## src/rtl/nonce_hub_pkg.sv

```systemverilog
`default_nettype none
// ============================================================================
// Module      : nonce_hub_pkg
// Description : Shared types and helpers for the nonce hub: nonce word type,
//               transmit FSM state encoding and a constant-foldable clog2.
// Revision    : 1.0 - initial release
// ============================================================================
package nonce_hub_pkg;

  typedef logic [31:0] nonce_t;

  typedef enum logic [1:0] {
    IDLE      = 2'd0,
    LOAD      = 2'd1,
    WAIT_RISE = 2'd2,
    WAIT_FALL = 2'd3
  } tx_state_e;

  // Ceiling log2; clog2(1) is 0. Bounded loop so it folds at elaboration.
  function automatic int clog2(input int value);
    int r;
    r = 0;
    for (int i = 0; i < 31; i++) begin
      if ((1 << i) < value) r = i + 1;
    end
    return r;
  endfunction

endpackage
`default_nettype wire

```

## src/rtl/nonce_hub_if.sv

```systemverilog
`default_nettype none
// ============================================================================
// Module      : nonce_hub_if
// Description : Bundle of miner-side, transmitter-side and status signals of
//               the nonce hub. 'slave' is the hub's view, 'master' the
//               environment's view (miners plus serial transmitter).
// Revision    : 1.0 - initial release
// ============================================================================
interface nonce_hub_if #(
  parameter int SLAVES = 2,
  parameter int DEPTH  = 8,
  parameter int DROP_W = 16
) ();
  import nonce_hub_pkg::*;

  localparam int IDW   = (clog2(SLAVES) < 1) ? 1 : clog2(SLAVES);
  localparam int LVL_W = clog2(DEPTH) + 1;

  logic [SLAVES*32-1:0] slave_nonces;
  logic [SLAVES-1:0]    new_nonces;
  logic                 flush;
  logic                 serial_busy;
  logic                 serial_send;
  logic [31:0]          golden_nonce;
  logic [IDW-1:0]       golden_id;
  logic [LVL_W-1:0]     fifo_level;
  logic [DROP_W-1:0]    drop_count;
  logic                 hub_busy;

  modport master (
    output slave_nonces, new_nonces, flush, serial_busy,
    input  serial_send, golden_nonce, golden_id, fifo_level, drop_count, hub_busy
  );

  modport slave (
    input  slave_nonces, new_nonces, flush, serial_busy,
    output serial_send, golden_nonce, golden_id, fifo_level, drop_count, hub_busy
  );

endinterface
`default_nettype wire

```

## src/rtl/nonce_fifo.sv

```systemverilog
`default_nettype none
// ============================================================================
// Module      : nonce_fifo
// Description : Synchronous power-of-two FIFO with fall-through read data,
//               synchronous clear and an occupancy count.
// Revision    : 1.0 - initial release
// ============================================================================
module nonce_fifo
  import nonce_hub_pkg::*;
#(
  parameter int WIDTH = 33,
  parameter int DEPTH = 8
) (
  input  logic                    clk,
  input  logic                    reset_n,
  input  logic                    clear,
  input  logic                    wr_en,
  input  logic [WIDTH-1:0]        wr_data,
  input  logic                    rd_en,
  output logic [WIDTH-1:0]        rd_data,
  output logic                    full,
  output logic                    empty,
  output logic [clog2(DEPTH):0]   level
);

  localparam int AW = clog2(DEPTH);
  localparam int LW = AW + 1;

  logic [WIDTH-1:0] mem_q [DEPTH];
  logic [AW-1:0]    wr_ptr_q;
  logic [AW-1:0]    rd_ptr_q;
  logic [LW-1:0]    level_q;
  logic             w_wr;
  logic             w_rd;

  assign full    = (level_q == LW'(DEPTH));
  assign empty   = (level_q == '0);
  assign level   = level_q;
  assign rd_data = mem_q[rd_ptr_q];

  // Clear wins over any access in the same cycle.
  assign w_wr = wr_en & ~full & ~clear;
  assign w_rd = rd_en & ~empty & ~clear;

  // Storage array; contents are don't-care until written.
  always_ff @(posedge clk) begin
    if (w_wr) mem_q[wr_ptr_q] <= wr_data;
  end

  // Pointers wrap naturally since DEPTH is a power of two.
  always_ff @(posedge clk or negedge reset_n) begin
    if (!reset_n) begin
      wr_ptr_q <= '0;
      rd_ptr_q <= '0;
      level_q  <= '0;
    end else if (clear) begin
      wr_ptr_q <= '0;
      rd_ptr_q <= '0;
      level_q  <= '0;
    end else begin
      if (w_wr) wr_ptr_q <= wr_ptr_q + AW'(1);
      if (w_rd) rd_ptr_q <= rd_ptr_q + AW'(1);
      case ({w_wr, w_rd})
        2'b10:   level_q <= level_q + LW'(1);
        2'b01:   level_q <= level_q - LW'(1);
        default: level_q <= level_q;
      endcase
    end
  end

endmodule
`default_nettype wire

```

## src/rtl/nonce_hub.sv

```systemverilog
`default_nettype none
// ============================================================================
// Module      : nonce_hub
// Description : Collects golden nonces from SLAVES miners into per-slave
//               pending slots, arbitrates them round-robin into a FIFO and
//               drains the FIFO one word at a time to a serial transmitter.
//               Supports flush on new work and saturating drop accounting.
// Revision    : 1.0 - initial release
// ============================================================================
module nonce_hub
  import nonce_hub_pkg::*;
#(
  parameter int SLAVES       = 2,
  parameter int DEPTH        = 8,
  parameter int DROP_W       = 16,
  parameter int BUSY_TIMEOUT = 15
) (
  input  logic        clk,
  input  logic        reset_n,
  nonce_hub_if.slave  bus
);

  localparam int IDW   = (clog2(SLAVES) < 1) ? 1 : clog2(SLAVES);
  localparam int LVL_W = clog2(DEPTH) + 1;
  localparam int FW    = 32 + IDW;
  localparam int TW    = (clog2(BUSY_TIMEOUT + 1) < 1) ? 1 : clog2(BUSY_TIMEOUT + 1);

  // Capture / arbitration state
  logic [SLAVES-1:0] pending_q, pending_d;
  nonce_t            pend_val_q [SLAVES];
  nonce_t            pend_val_d [SLAVES];
  logic [IDW-1:0]    rr_ptr_q, rr_ptr_d;
  logic [DROP_W-1:0] drop_q, drop_d;

  // Transmit state
  tx_state_e         state_q, state_d;
  logic [TW-1:0]     tmo_q, tmo_d;
  nonce_t            gold_nonce_q, gold_nonce_d;
  logic [IDW-1:0]    gold_id_q, gold_id_d;

  // Combinational wires
  logic              w_grant_vld;
  logic [IDW-1:0]    w_grant_idx;
  logic              w_push;
  logic [SLAVES-1:0] w_grant_vec;
  logic [FW-1:0]     w_push_data;
  logic [FW-1:0]     w_rd_data;
  logic              w_pop;
  logic              w_send;
  logic              w_full;
  logic              w_empty;
  logic [LVL_W-1:0]  w_level;

  // Round-robin search: lowest pending index at or after rr_ptr, wrapping.
  always_comb begin
    int             scan;
    logic [IDW-1:0] sidx;
    w_grant_vld = 1'b0;
    w_grant_idx = '0;
    for (int k = 0; k < SLAVES; k++) begin
      scan = int'(rr_ptr_q) + k;
      if (scan >= SLAVES) scan = scan - SLAVES;
      sidx = IDW'(scan);
      if (!w_grant_vld && pending_q[sidx]) begin
        w_grant_vld = 1'b1;
        w_grant_idx = sidx;
      end
    end
  end

  // A flush cycle never pushes; the FIFO being cleared must stay empty.
  assign w_push      = w_grant_vld & ~w_full & ~bus.flush;
  assign w_grant_vec = w_push ? (SLAVES'(1) << w_grant_idx) : '0;
  assign w_push_data = {w_grant_idx, pend_val_q[w_grant_idx]};

  // Next round-robin pointer: one past the slave just served.
  always_comb begin
    rr_ptr_d = rr_ptr_q;
    if (w_push) begin
      if (int'(w_grant_idx) == SLAVES - 1) rr_ptr_d = '0;
      else                                 rr_ptr_d = w_grant_idx + IDW'(1);
    end
  end

  // Capture strobes into pending slots; count overwrites of unserved values.
  always_comb begin
    pending_d  = pending_q;
    pend_val_d = pend_val_q;
    drop_d     = drop_q;
    for (int i = 0; i < SLAVES; i++) begin
      if (bus.new_nonces[i]) begin
        pend_val_d[i] = bus.slave_nonces[i*32 +: 32];
        pending_d[i]  = 1'b1;
        // Overwriting a value that was neither pushed nor flushed loses it.
        if (pending_q[i] && !w_grant_vec[i] && !bus.flush && (drop_d != '1))
          drop_d = drop_d + DROP_W'(1);
      end else if (bus.flush || w_grant_vec[i]) begin
        pending_d[i] = 1'b0;
      end
    end
  end

  // Capture and arbitration registers.
  always_ff @(posedge clk or negedge reset_n) begin
    if (!reset_n) begin
      pending_q <= '0;
      rr_ptr_q  <= '0;
      drop_q    <= '0;
      for (int i = 0; i < SLAVES; i++) pend_val_q[i] <= '0;
    end else begin
      pending_q  <= pending_d;
      rr_ptr_q   <= rr_ptr_d;
      drop_q     <= drop_d;
      pend_val_q <= pend_val_d;
    end
  end

  nonce_fifo #(
    .WIDTH (FW),
    .DEPTH (DEPTH)
  ) u_fifo (
    .clk     (clk),
    .reset_n (reset_n),
    .clear   (bus.flush),
    .wr_en   (w_push),
    .wr_data (w_push_data),
    .rd_en   (w_pop),
    .rd_data (w_rd_data),
    .full    (w_full),
    .empty   (w_empty),
    .level   (w_level)
  );

  // Transmit FSM next-state: pop, pulse send, then track one busy episode.
  always_comb begin
    state_d      = state_q;
    tmo_d        = tmo_q;
    gold_nonce_d = gold_nonce_q;
    gold_id_d    = gold_id_q;
    w_pop        = 1'b0;
    w_send       = 1'b0;
    case (state_q)
      IDLE: begin
        // Popping during a flush would transmit stale work.
        if (!w_empty && !bus.serial_busy && !bus.flush) begin
          w_pop        = 1'b1;
          gold_nonce_d = w_rd_data[31:0];
          gold_id_d    = w_rd_data[FW-1:32];
          state_d      = LOAD;
        end
      end
      LOAD: begin
        w_send  = 1'b1;
        tmo_d   = '0;
        state_d = WAIT_RISE;
      end
      WAIT_RISE: begin
        if (bus.serial_busy) begin
          state_d = WAIT_FALL;
        end else if (tmo_q == TW'(BUSY_TIMEOUT - 1)) begin
          // Transmitter never acknowledged; the word is considered sent.
          state_d = IDLE;
        end else begin
          tmo_d = tmo_q + TW'(1);
        end
      end
      WAIT_FALL: begin
        if (!bus.serial_busy) state_d = IDLE;
      end
      default: state_d = IDLE;
    endcase
  end

  // Transmit FSM registers and the word presented to the transmitter.
  always_ff @(posedge clk or negedge reset_n) begin
    if (!reset_n) begin
      state_q      <= IDLE;
      tmo_q        <= '0;
      gold_nonce_q <= '0;
      gold_id_q    <= '0;
    end else begin
      state_q      <= state_d;
      tmo_q        <= tmo_d;
      gold_nonce_q <= gold_nonce_d;
      gold_id_q    <= gold_id_d;
    end
  end

  assign bus.serial_send  = w_send;
  assign bus.golden_nonce = gold_nonce_q;
  assign bus.golden_id    = gold_id_q;
  assign bus.fifo_level   = w_level;
  assign bus.drop_count   = drop_q;
  assign bus.hub_busy     = (|pending_q) | ~w_empty | (state_q != IDLE);

endmodule
`default_nettype wire
```

## src/flat_wrapper.sv

```systemverilog
// flat-port wrapper written by rule: the top's interface ports become plain ports
module nonce_hub_flat import nonce_hub_pkg::*;
#(
  parameter int SLAVES       = 2,
  parameter int DEPTH        = 8,
  parameter int DROP_W       = 16,
  parameter int BUSY_TIMEOUT = 15
)
  (clk, reset_n, bus_slave_nonces, bus_new_nonces, bus_flush, bus_serial_busy, bus_serial_send, bus_golden_nonce, bus_golden_id, bus_fifo_level, bus_drop_count, bus_hub_busy);
  nonce_hub_if #(.SLAVES(SLAVES), .DEPTH(DEPTH), .DROP_W(DROP_W)) bus_i ();
  input  logic clk;
  input  logic reset_n;
  input wire logic [$bits(bus_i.slave_nonces)-1:0] bus_slave_nonces;
  input wire logic [$bits(bus_i.new_nonces)-1:0] bus_new_nonces;
  input wire logic [$bits(bus_i.flush)-1:0] bus_flush;
  input wire logic [$bits(bus_i.serial_busy)-1:0] bus_serial_busy;
  output wire logic [$bits(bus_i.serial_send)-1:0] bus_serial_send;
  output wire logic [$bits(bus_i.golden_nonce)-1:0] bus_golden_nonce;
  output wire logic [$bits(bus_i.golden_id)-1:0] bus_golden_id;
  output wire logic [$bits(bus_i.fifo_level)-1:0] bus_fifo_level;
  output wire logic [$bits(bus_i.drop_count)-1:0] bus_drop_count;
  output wire logic [$bits(bus_i.hub_busy)-1:0] bus_hub_busy;
  assign bus_i.slave_nonces = bus_slave_nonces;
  assign bus_i.new_nonces = bus_new_nonces;
  assign bus_i.flush = bus_flush;
  assign bus_i.serial_busy = bus_serial_busy;
  assign bus_serial_send = bus_i.serial_send;
  assign bus_golden_nonce = bus_i.golden_nonce;
  assign bus_golden_id = bus_i.golden_id;
  assign bus_fifo_level = bus_i.fifo_level;
  assign bus_drop_count = bus_i.drop_count;
  assign bus_hub_busy = bus_i.hub_busy;
  nonce_hub #(.SLAVES(SLAVES), .DEPTH(DEPTH), .DROP_W(DROP_W), .BUSY_TIMEOUT(BUSY_TIMEOUT)) u_core (.clk(clk), .reset_n(reset_n), .bus(bus_i));
endmodule
```

## config.mk

```make
export PLATFORM = sky130hd
export DESIGN_NAME = nonce_hub_flat
export DESIGN_NICKNAME = d
export VERILOG_FILES = /design/src/rtl/nonce_hub_pkg.sv /design/src/rtl/nonce_hub_if.sv /design/src/rtl/nonce_fifo.sv /design/src/rtl/nonce_hub.sv /design/src/flat_wrapper.sv
export SDC_FILE = /design/constraint.sdc
export NUM_CORES = 1
export LEC_CHECK = 0
export CAP_MARGIN = 20
export CORE_MARGIN = 2
export CORE_UTILIZATION = 50
export DETAILED_ROUTE_END_ITERATION = 7
export GPL_ROUTABILITY_DRIVEN = 0
export HOLD_SLACK_MARGIN = 0.08
export PLACE_DENSITY_LB_ADDON = 0.05
export SLEW_MARGIN = 0
export SYNTH_ARGS = -nofsm -noshare
export SYNTH_HDL_FRONTEND = slang
export SYNTH_HIERARCHICAL = 1
export SYNTH_SLANG_ARGS = --single-unit
```

## constraint.sdc

```tcl
create_clock -name clk -period 5.86 [get_ports clk]
set_input_delay 1.172 -clock clk [delete_from_list [all_inputs] [get_ports clk]]
set_output_delay 1.172 -clock clk [all_outputs]
set_load 0.1 [all_outputs]
```

==> metrics.md, run 1 <==
| Metric | Value |
|---|---|
| DRT iter0 DRCs | `605` |
| Net count, final | `1,193` |
| TritonCTS clock tree | `yes` |
| CTS max path bufs | `3` |
| Core ar. | `32,370 um^2` |
| Max Slew Vio Count | `0` |
| Status | `completed` |
| Cells on worst reg2reg path | `10` |
| Syn Inst Count | `978` |
| Unrepaired setup endpoints after global routing | `false` |
| GRT overflow | `0` |
| Worst-Skew Late Latency | `0.52 ns` |
| Final std cells w/o fill | `1,589` |
| Critical Path Source | `u_core/u_fifo/level[0]` |
| CTS resizes | `0` |
| Post-Route WL | `32,450 um` |
| Crit path to | `u_core/bus.drop_count[6]` |
| Die Height | `185.0 um` |
| Worst path required time | `6.31 ns` |
| HPWL after detailed placement | `around 20,000 um` |
| Worst Path Max Fanout | `10` |
| Leakage | `6.935 nW` |
| Number of global-route vias before repair | `9,197` |
| Number of flops mapped to enable cells by yosys | `roughly 260` |
| # port buffers | `124` |
| FF-to-FF End | `u_core/bus.drop_count[6]` |
| Worst hold margin | `0.5004 ns` |
| Die Footprint | `34,210 um^2` |
| Setup Buffers After CTS | `0` |
| Chip Width | `roughly 180 um` |
| Seq/Total Area, Yosys | `0.6860` |
| Critical path cell sequence | `or4b_1, inv_1, a21oi_1, or2_0, nor4_4, xnor2_1, nor4_4, a211oi_4, a31oi_2, xnor2_1` |
| TritonCTS Sinks | `approximately 400` |
| Layout cells sized above 1 | `0.2598` |
| Slew @ Worst Pin | `a little over 1 ns` |
| Wire per inst | `20.42 um` |
| Starting Density | `0.5058` |
| Area after DPL | `around 18,000 um^2` |
| Power, Total | `~8.0 mW` |
| Yosys cell types | `just under 60` |
| Pin count of the biggest net entering global routing | `70` |
| ANT nets after route | `0` |
| Final Hold Fails | `0` |
| Synthesized net count | `between 1,000 and 1,500` |
| Inserted Clock Buffers | `43` |
| Place WS | `1.489 ns` |
| Cts hold-fix bufs | `0` |
| Avg Synthesized Cell Area | `16.74 um^2` |
| Clock root buffer | `clkbuf_16` |
| Reg2reg start | `u_core/u_fifo/level[0]` |
| CP bufs+invs | `1` |
| Cell Area, Synth | `approximately 16,000 um^2` |
| Ys Warns | `6` |
| Most common cell after layout, fill and taps aside | `edfxtp_1` |
| Syn-to-layout area delta | `19.55%` |
| Yosys reg bits | `396` |
| IO Pins | `about 130` |
| CP max-delay cell | `or4b_1` |
| Min-Delay Path Depth | `1` |
| Crit start category | `register` |
| P per Cell Area | `409.3 nW/um^2` |
| Diode count | `0` |
| Rel. slew slack | `0.3191` |
| FFs w/ async S/R, synth | `0.3333` |
| Worst VDD drop | `0.0002905 V` |
| CP Capture Type | `register` |
| Worst Hold Class | `register to register` |
| Cells after DPL | `1,512` |
| Remaining DRCs | `0` |
| Initial antenna violation count | `0` |
| H-tree depth | `2` |
| Crit path depth | `10` |
| Vias per cell | `5.538` |
| First-pass GRT wire length | `between 50,000 and 60,000 um` |
| Worst setup margin | `1.972 ns` |
| CP delay by family, top | `simple AND/OR/NAND/NOR gates` |
| Max Cap Viol | `0` |
| Clock Skew | `0.01566 ns` |
| Max Fclk | `around 260 MHz` |
| Row cnt | `66` |
| Critical path data arrival time | `4.34 ns` |
| Clk slew on worst S/H paths | `0.06 ns` |
| Sum Neg Setup Slack | `0 ns` |
| GRT Total Usage | `0.1971` |
| Core Util, Final | `0.6046` |
| Crit share post-route | `0.6635` |
| Drt first pass iters | `6` |
| Fin area | `19,570 um^2` |
| Vias after detailed routing | `8,800` |
| Ys flop type | `edfxtp_1` |
| Setup-failing EPs final | `0` |
| Most frequent cells in the layout | `edfxtp_1, mux2_2, dfrtp_1` |
| CP Class | `register to register` |
| Crit-path max cell delay | `approximately 0.70 ns` |
| FF-to-FF setup slack | `1.97 ns` |
| Final Critical Period | `3.888 ns` |
==> power breakdown <==
part / internal, mW / switching, mW / leakage (nW)
clock network: 1.64 / 1.03 / 0.676
registers: 3.28 / 0.165 / 4.01
logic: 0.520 / 1.37 / 2.25
==> synth_stat cells, types with 3 or more instances <==
cell type	instances	area (um^2)
nand2b_1	10	62.56
edfxtp_1	264	7928
nand3_1	21	105.1
buf_1	7	26.28
mux2i_1	5	50.05
mux2_2	130	1464
ha_1	7	87.58
dfrtp_1	132	3303
a21oi_1	13	65.06
xnor2_1	23	201.4
nor3_1	9	45.04
nand2_1	117	439.2
o21ai_0	9	45.04
xor2_1	5	43.79
nor4_4	4	85.08
buf_2	13	65.06
nand4_1	6	37.54
or3_1	4	25.02
nor2_1	34	127.6
nand3b_1	3	22.52
inv_1	9	33.78
a211oi_1	7	52.55
nor4_1	8	50.05
mux4_2	66	1486
nor2b_1	3	18.77
clkbuf_1	24	90.09
==> registers in the layout (all words and copies together) (netlist names), 3 cells and up <==
name / cells
u_core/u_fifo/level: 4
u_core/bus.drop_count: 16
u_core/tmo_q: 4
u_core/u_fifo/wr_ptr_q: 3
u_core/u_fifo/rd_ptr_q: 3
u_core/pend_val_q: 64
u_core/u_fifo/mem_q: 264
u_core/bus.golden_nonce: 32
==> metal layers <==
metal  part of all wire  GRT usage
met3              0.051    0.02989
met5                  0          0
met4              0.016    0.04571
met2               0.48     0.3219
met1               0.45     0.2823
==> cells by family (layout without fill, tap and decap cells) <==
group / after synthesis / count (layout) / synth area share
AOI/OAI and AO/OA: 50 / 50 / 0.02178
xor gates and xnor gates: 29 / 29 / 0.01597
adders and majority gates: 8 / 8 / 0.006572
buffers and inverters: 59 / 228 / 0.01582
DFF: 396 / 396 / 0.6860
muxes: 201 / 201 / 0.1833
and+or+nand+nor: 235 / 235 / 0.07062
==> area by class of cell <==
class                           count  area, um^2
Multi-Input combinational cell    523        4945
Tap cell                          442       553.0
Clock inverter                     20       246.5
Sequential cell                   396       11240
Fill cell                        2471       12800
Clock buffer                       57        1149
Inverter                           10       37.54
Timing Repair Buffer              141        1405
==> how the worst min path moves through the flow <==
stage                                             end                   startpoint  slack (ns)
after floorplan                 u_core/pend_val_q[32]        u_core/pend_val_q[32]        0.48
after global placement     u_core/bus.golden_nonce[8]   u_core/bus.golden_nonce[8]        0.49
after detailed placement        u_core/pend_val_q[60]        u_core/pend_val_q[60]        0.49
after CTS                 u_core/bus.golden_nonce[24]  u_core/bus.golden_nonce[24]        0.51
after global routing       u_core/bus.golden_nonce[6]   u_core/bus.golden_nonce[6]        0.52
final                     u_core/bus.golden_nonce[26]  u_core/bus.golden_nonce[26]        0.50
Note: power is estimated with default switching activity, not from simulation.
==> run 2: changes to the inputs <==
==> constraint.sdc (replaced) <==
create_clock -name clk -period 3.6 [get_ports clk]
set_input_delay 0.72 -clock clk [delete_from_list [all_inputs] [get_ports clk]]
set_output_delay 0.72 -clock clk [all_outputs]
set_load 0.1 [all_outputs]
==> run 2 against run 1 <==
Via count about the same. Wire length increased by 0.76%. Power increased by 58%. First-iteration DRC count decreased by 16%. Worst hold slack got worse by 0.33 ns. Critical path depth increased by 1. Register-to-register slack got worse by 1.8 ns. Cell count increased by 1.8%. Critical path type unchanged. Highest routed layer unchanged.
==> metrics.md, run 2 (synthesis gave the netlist of run 1 again) <==
| Metric | Value |
|---|---|
| Status | `completed` |
| Setup-failing EPs final | `0` |
| ANT nets after route | `0` |
| CP Capture Type | `register` |
| Syn-to-layout area delta | `20.12%` |
| Starting Density | `0.5058` |
| Remaining DRCs | `0` |
| CP Class | `register to register` |
| Number of global-route vias before repair | `8,880` |
| Critical path data arrival time | `around 3.8 ns` |
| Unrepaired setup endpoints after global routing | `false` |
| Crit start category | `register` |
| Worst hold margin | `roughly 0.17 ns` |
| First-pass GRT wire length | `just over 50,000 um` |
| Worst Hold Class | `input pin to async pin` |
| Final std cells w/o fill | `1,618` |
| Vias after detailed routing | `a little under 9,000` |
| CP delay by family, top | `simple AND/OR/NAND/NOR gates` |
| Die Height | `185.0 um` |
| Worst VDD drop | `between 0.0006 and 0.0007 V` |
| Slew @ Worst Pin | `1.053 ns` |
| Max Fclk | `~300 MHz` |
| Final Critical Period | `3.382 ns` |
| Crit path to | `u_core/bus.drop_count[15]` |
| Most common cell after layout, fill and taps aside | `edfxtp_1` |
| H-tree depth | `2` |
| Crit path depth | `11` |
| Clock root buffer | `clkbuf_16` |
| Crit-path max cell delay | `0.54 ns` |
| Diode count | `0` |
| GRT Total Usage | `0.1971` |
| Top reg by flops | `u_core/u_fifo/mem_q` |
| Chip Width | `about 180 um` |
| Max Slew Vio Count | `0` |
| Pin count of the biggest net entering global routing | `81` |
| GRT overflow | `0` |
| Leakage | `7.059 nW` |
| Net count, final | `1,222` |
| CP bufs+invs | `2` |
| CP max-delay cell | `dfrtp_4` |
| FF-to-FF setup slack | `0.22 ns` |
| Row cnt | `66` |
| Critical Path Source | `u_core/u_fifo/level[0]` |
| Initial antenna violation count | `0` |
| DRT iter0 DRCs | `511` |
| Layout cells sized above 1 | `0.3027` |
| Die Footprint | `34,210 um^2` |
| Sum Neg Setup Slack | `0 ns` |
| Filler cells | `2,474` |
| TritonCTS clock tree | `yes` |
| Cells on worst reg2reg path | `11` |
| Critical path cell sequence | `or4b_1, inv_1, a21oi_1, or2_0, buf_4, or3_1, o2bb2ai_1, nand4_1, nor3_1, nand2b_1, o21ai_0` |
| Inserted Clock Buffers | `42` |
| CTS resizes | `0` |
| Max Cap Viol | `0` |
| Clock Skew | `0.01693 ns` |
| Max reg flops | `264` |
| Clk slew on worst S/H paths | `0.06 ns` |
| Drt first pass iters | `4` |
| Core Util, Final | `0.6075` |
| CTS max path bufs | `3` |
| Worst-Skew Late Latency | `between 0.5 and 0.6 ns` |
| Most frequent cells in the layout | `edfxtp_1, mux2_2, dfrtp_1` |
| Wire per inst | `20.21 um` |
| Post-Route WL | `32,690 um` |
| TritonCTS Sinks | `a little under 400` |
| HPWL after detailed placement | `20,230 um` |
| Worst Path Max Fanout | `10` |
| # port buffers | `around 120` |
| Vias per cell | `5.436` |
| Worst path required time | `4.04 ns` |
| Cells after DPL | `1,538` |
| P per Cell Area | `642.2 nW/um^2` |
| Final Hold Fails | `0` |
| Rel. slew slack | `0.2955` |
| IO Pins | `125` |
| Crit share post-route | `0.9395` |
| Core ar. | `between 30,000 and 40,000 um^2` |
| Reg2reg start | `u_core/u_fifo/level[0]` |
| FF-to-FF End | `u_core/bus.drop_count[15]` |
[run 2: changes by cell type in the layout (fill, tap and decap cells not counted), sizes merged, moves of 2 or more]
cell / previous run / this run
buf: 20 / 75
clkdlybuf4s50: 121 / 96
bufinv: 6 / 0
clkbuf: 57 / 60
clkinv: 13 / 15
[run 2: worst min-delay path by stage]
stage	from	endpoint	cells past startpoint
5_1_grt	reset_n	u_core/bus.golden_nonce[4]	1
3_5_place_dp	u_core/bus.golden_nonce[27]	u_core/bus.golden_nonce[27]	1
2_1_floorplan	reset_n	u_core/bus.drop_count[0]	0
4_1_cts	reset_n	u_core/bus.golden_nonce[4]	1
6_report	reset_n	u_core/bus.golden_nonce[5]	1
3_3_place_gp	u_core/bus.golden_nonce[7]	u_core/bus.golden_nonce[7]	1
[run 2: report_power, final]
part | internal, mW | leakage, nW | switching (mW) | total [mW]
Combinational | 0.847 | 2.44 | 2.28 | 3.13
Clock | 2.25 | 0.615 | 1.68 | 3.93
Sequential | 5.35 | 4.00 | 0.224 | 5.57
[run 2: through the flow]
step	worst slack (ns)	instance area [um^2]	power [mW]
6_report	0.2179	19670	12.63
5_1_grt	0.007957	19670	13.12
2_1_floorplan	0.03280	16430	7.964
4_1_cts	0.1753	19640	12.77
3_5_place_dp	0.1035	18390	8.818
3_3_place_gp	0.1495	18390	8.788
[run 2: final cells by class]
type,count,area (um^2),area share
Clock inverter,16,90.09,0.004581
Clock buffer,60,1160,0.05898
Multi-Input combinational cell,523,4971,0.2528
Sequential cell,396,11240,0.5718
Timing Repair Buffer,171,1610,0.08188
Inverter,10,37.54,0.001909
Tap cell,442,553.0,0.02812
[run 2: per-layer routing]
metal  GRT usage  vias up  wire [um]
met5           0        -          0
met2      0.3103      191      15240
li1            -     4063          -
met1      0.2882     4496      15370
met3     0.03578       45       1547
met4     0.04762        0        534
[run 2: repair_timing]
action / CTS / global route
buffers inserted: 0 / 4
hold buffers: 0 / 0
setup endpoints to repair: 0 / 3
